--- config.mk ---
export PLATFORM = sky130hd
export DESIGN_NAME = mux_scan_sel
export DESIGN_NICKNAME = d
export VERILOG_FILES = /design/src/rtl/mux_scan_sel.sv
export SDC_FILE = /design/constraint.sdc
export NUM_CORES = 1
export LEC_CHECK = 0
export CAP_MARGIN = 15
export CORE_UTILIZATION = 46
export CTS_BUF_LIST = sky130_fd_sc_hd__clkbuf_4
export DETAILED_ROUTE_END_ITERATION = 8
export PLACE_DENSITY = 0.84
export SLEW_MARGIN = 15
export SYNTH_ARGS = -nofsm -noshare
export SYNTH_HDL_FRONTEND = slang
export SYNTH_SLANG_ARGS = --single-unit
--- constraint.sdc ---
create_clock -name clk -period 1.68 [get_ports clk]
set_input_delay 0.336 -clock clk [delete_from_list [all_inputs] [get_ports clk]]
set_output_delay 0.336 -clock clk [all_outputs]
set_load 0.03 [all_outputs]
--- src/rtl/mux_scan_sel.sv ---
// Registered N-to-1 channel selector with a manual address mode and a
// round-robin auto-scan mode that holds each channel for SCAN_DIV cycles.
module mux_scan_sel #(
  parameter int N_CH     = 8,
  parameter int DW       = 1,
  parameter int SEL_W    = $clog2(N_CH),
  parameter int SCAN_DIV = 4
) (
  input  logic                 clk,
  input  logic                 rst_n,
  input  logic                 en,
  input  logic                 mode,
  input  logic [N_CH*DW-1:0]   D,
  input  logic [SEL_W-1:0]     addy,
  output logic [DW-1:0]        dout,
  output logic                 valid,
  output logic [SEL_W-1:0]     sel_out,
  output logic                 wrap
);

  localparam int DIV_W = (SCAN_DIV > 1) ? $clog2(SCAN_DIV) : 1;
  localparam logic [DIV_W-1:0] DIV_LAST = DIV_W'(SCAN_DIV - 1);
  localparam logic [SEL_W-1:0] PTR_LAST = SEL_W'(N_CH - 1);
  localparam logic [SEL_W:0]   NCH      = (SEL_W + 1)'(N_CH);

  typedef enum logic [1:0] {IDLE, MANUAL, SCAN} state_t;

  state_t           state;
  logic [SEL_W-1:0] ptr;
  logic [DIV_W-1:0] div;
  logic [SEL_W-1:0] ptr_nxt;
  logic             addy_ok;

  // Channel lookup by compare rather than a variable part-select, so
  // out-of-range indices simply return zero.
  function automatic logic [DW-1:0] sel_ch(input logic [N_CH*DW-1:0] data,
                                           input logic [SEL_W-1:0] idx);
    logic [DW-1:0] r;
    r = '0;
    for (int k = 0; k < N_CH; k++) begin
      if (idx == SEL_W'(k)) r = data[k*DW +: DW];
    end
    return r;
  endfunction

  always_comb begin
    ptr_nxt = (ptr == PTR_LAST) ? '0 : ptr + 1'b1;
    addy_ok = ({1'b0, addy} < NCH);
  end

  always_ff @(posedge clk) begin
    if (!rst_n) begin
      state   <= IDLE;
      ptr     <= '0;
      div     <= '0;
      dout    <= '0;
      valid   <= 1'b0;
      sel_out <= '0;
      wrap    <= 1'b0;
    end else begin
      wrap <= 1'b0;
      if (!en) begin
        state <= IDLE;
        ptr   <= '0;
        div   <= '0;
        dout  <= '0;
        valid <= 1'b0;
      end else if (!mode) begin
        state   <= MANUAL;
        sel_out <= addy;
        dout    <= addy_ok ? sel_ch(D, addy) : '0;
        valid   <= addy_ok;
      end else if (state != SCAN) begin
        // Entering scan always restarts at channel 0 with a full hold.
        state   <= SCAN;
        ptr     <= '0;
        div     <= '0;
        dout    <= sel_ch(D, '0);
        sel_out <= '0;
        valid   <= 1'b1;
      end else if (div == DIV_LAST) begin
        div     <= '0;
        ptr     <= ptr_nxt;
        dout    <= sel_ch(D, ptr_nxt);
        sel_out <= ptr_nxt;
        valid   <= 1'b1;
        wrap    <= (ptr == PTR_LAST);
      end else begin
        div     <= div + 1'b1;
        dout    <= sel_ch(D, ptr);
        sel_out <= ptr;
        valid   <= 1'b1;
      end
    end
  end

endmodule

==> results.cfg <==
[setup_path]
cp_max_fo = 6
r2r_end = dout
critPathLaunchType = flip-flop
rr_startpoint = ptr[0]
crit_required_ns = 1.83
critical_path_class = reg2reg
r2r_slack_ns = 0.02
cp.arrival_ns = 1.82
end_kind = flip-flop
reg2reg_depth = 7

[timing]
period_minus_slack_ns = 1.66
setup_ws_ns = 0.0166
period_share = 0.990
slew_violations = 0
hold_violations = 0
finClkSkew_ns = 0.00279
max_freq_mhz = 601
finalSetupViolations = 0
tightest_slew_ns = 0.369
rsz0062_at_grt = yes
slew_headroom = 0.753

[power_and_ir_drop]
ir_drop_uv = 555
power_density_mw_per_mm2 = 483
power_leakage_nw = 0.591

[drt]
routedWlPerCell_um = 15.0
drtAntennaViolNets = 0
drt_iter0_drc = 56
dr_total_vias = 978
drc = 0
wirelength_mm = 2.51
drtPass1Iterations = 4
viasPerCell = 5.86

[clock_network]
cts_buffers = 3
postCtsSetupBuffers = 0
h-tree-depth = 1
ctsRootBufferMaster = clkbuf_4
cts.sinks = 13
clkTransAtPathRegs_ns = 0.08
cts_tree = built
clk_latency_ns = 0.28
ctsLongestPathBuffers = 2

[logic_synthesis]
syn_area_per_cell_um2 = 8.48
netlist_instances = 106
yosys_warnings = 0
synthesis.nets = 129
synth-seq-cells = 13
synth_cell_types = 35
syn_area_um2 = 898
ys_seq_area_frac = 0.290

[run]
maxCapViolCount = 0

[floorplanning]
die_y_um = 46.2
die_w_um = 46.2
coreArea_mm2 = 0.00178
die-area_mm2 = 0.00213
num_rows = 15
ios = 21
initial_utilization = 0.504

[placement]
dp_hpwl_mm = 1.92
io_buffers = 20
gp_congestion = 0.981
place_ws_ns = -0.145

[cells_and_area]
utilization = 0.769
drive_gt1_frac = 0.282
fin_nets = 166
mostFrequentLayoutCell = clkdlybuf4s50_1
area_delta_synth_final_pct = 52.6
antennaDiodeCount = 0
final_cell_mix = clkdlybuf4s50_1, buf_4, nand2_1, nor2_1, dfxtp_1

[hold_path]
min_from = div[1]
hold_end = div[1]
min_path_type = reg2reg
hold_path_depth = 2

[grt]
grt_pass1_wl_mm = 4.11
grt_pass1_vias = 907
grt_max_degree = 9
grt_util_all_layers = 0.278
grt_overflow = 0
antenna_found_initial = 0

[outcome]
outcome = complete, no violations
critical path: stages (launching register included):
cell,delay (ns)
dfxtp_4,0.39
ha_4,0.19
ha_4,0.29
a21bo_1,0.20
nand2_1,0.06
o221ai_1,0.10
a21oi_1,0.17
o221ai_1,0.14
flip-flops by register name, summed over array words and instances, names as in the netlist:
signal and flops:
dout 1, state 2, wrap 1, valid 1, div 2, ptr 3, sel_out 3
cell type report:
cell class	count	area, µm²
timing repair buffer	36	320
fill	124	412
multi-input combinational	77	676
tap	25	31.3
sequential	13	267
clock buffer	4	30.0
inverter	12	47.5
power breakdown:
group	leakage, nW	internal (W)	switching (W)
registers	0.108	0.000316	0.00000376
clock network	0.0184	0.000108	0.000102
logic	0.465	0.0000711	0.0000612
Yosys cell counts:
cell type,n,area share
a221oi_1,1,0.0098
a22oi_1,3,0.025
o22a_1,1,0.0098
o32ai_1,1,0.0098
nor2_1,10,0.042
inv_1,9,0.038
buf_2,2,0.011
o21ai_1,1,0.0056
mux4_2,2,0.050
a21bo_1,1,0.011
buf_4,1,0.0084
dfxtp_1,13,0.29
o21ai_0,3,0.017
a311oi_1,1,0.0098
o22ai_1,1,0.0070
and2b_1,1,0.0084
clkbuf_1,1,0.0042
nor4b_2,1,0.017
nor3_1,1,0.0056
nand3_1,2,0.011
inv_2,3,0.013
a2bb2oi_1,1,0.0098
ha_1,8,0.11
nand2_1,10,0.042
o221ai_1,5,0.049
and3_1,3,0.021
mux2i_1,3,0.033
a211oi_1,1,0.0084
o211ai_1,1,0.0084
o211a_1,3,0.033
nor2b_1,3,0.021
nand4bb_1,1,0.013
a21oi_1,6,0.033
nor3b_1,1,0.0084
a31oi_1,1,0.0070
cell families after synthesis:
group	after synthesis	synth area share
compound gates	31	0.253
fa+ha+maj	8	0.111
buf+inv	16	0.0738
flops	13	0.290
mux	5	0.0836
simple gates	33	0.188
layer usage:
metal | global-route usage | vias to the layer above | part of all wire
met1 | 0.313 | 460 | 0.42
li1 | - | 470 | -
met5 | 0 | - | 0
met3 | 0.0824 | 11 | 0.048
met2 | 0.496 | 37 | 0.50
met4 | 0.0882 | 0 | 0.024
what timing repair did:
| action | CTS | global route |
|---|---|---|
| gates resized for setup | 18 | 3 |
| pin swaps | 5 | 8 |
| hold buffers | 0 | 0 |
| cloned | 0 | 0 |
| endpoints found under the setup margin | 1 | 1 |
worst max path at each step:
stage	start	end	slack, ns	cells past startpoint
finish	ptr[0]	dout	0.02	7
global route	ptr[0]	dout	-0.02	7
CTS	ptr[0]	dout	0.01	7
detailed placement	addy[1]	dout	-0.15	6
global placement	addy[1]	dout	-0.1	6
floorplan	ptr[1]	dout	0.03	7
stage by stage:
stage                     instances  hold WS [ns]  TNS, ns  instance area (µm²)  total power (W)
after detailed placement        163         0.464   -0.145                 1230         0.000457
final                           167         0.477        0                 1370         0.000662
after floorplan                 106         0.443        0                  900         0.000382
after global placement          163         0.457  -0.0994                 1230         0.000454
after global routing            167         0.493  -0.0180                 1370         0.000691
after CTS                       167         0.475        0                 1360         0.000663
No activity file was read; power rests on OpenSTA's default activity.
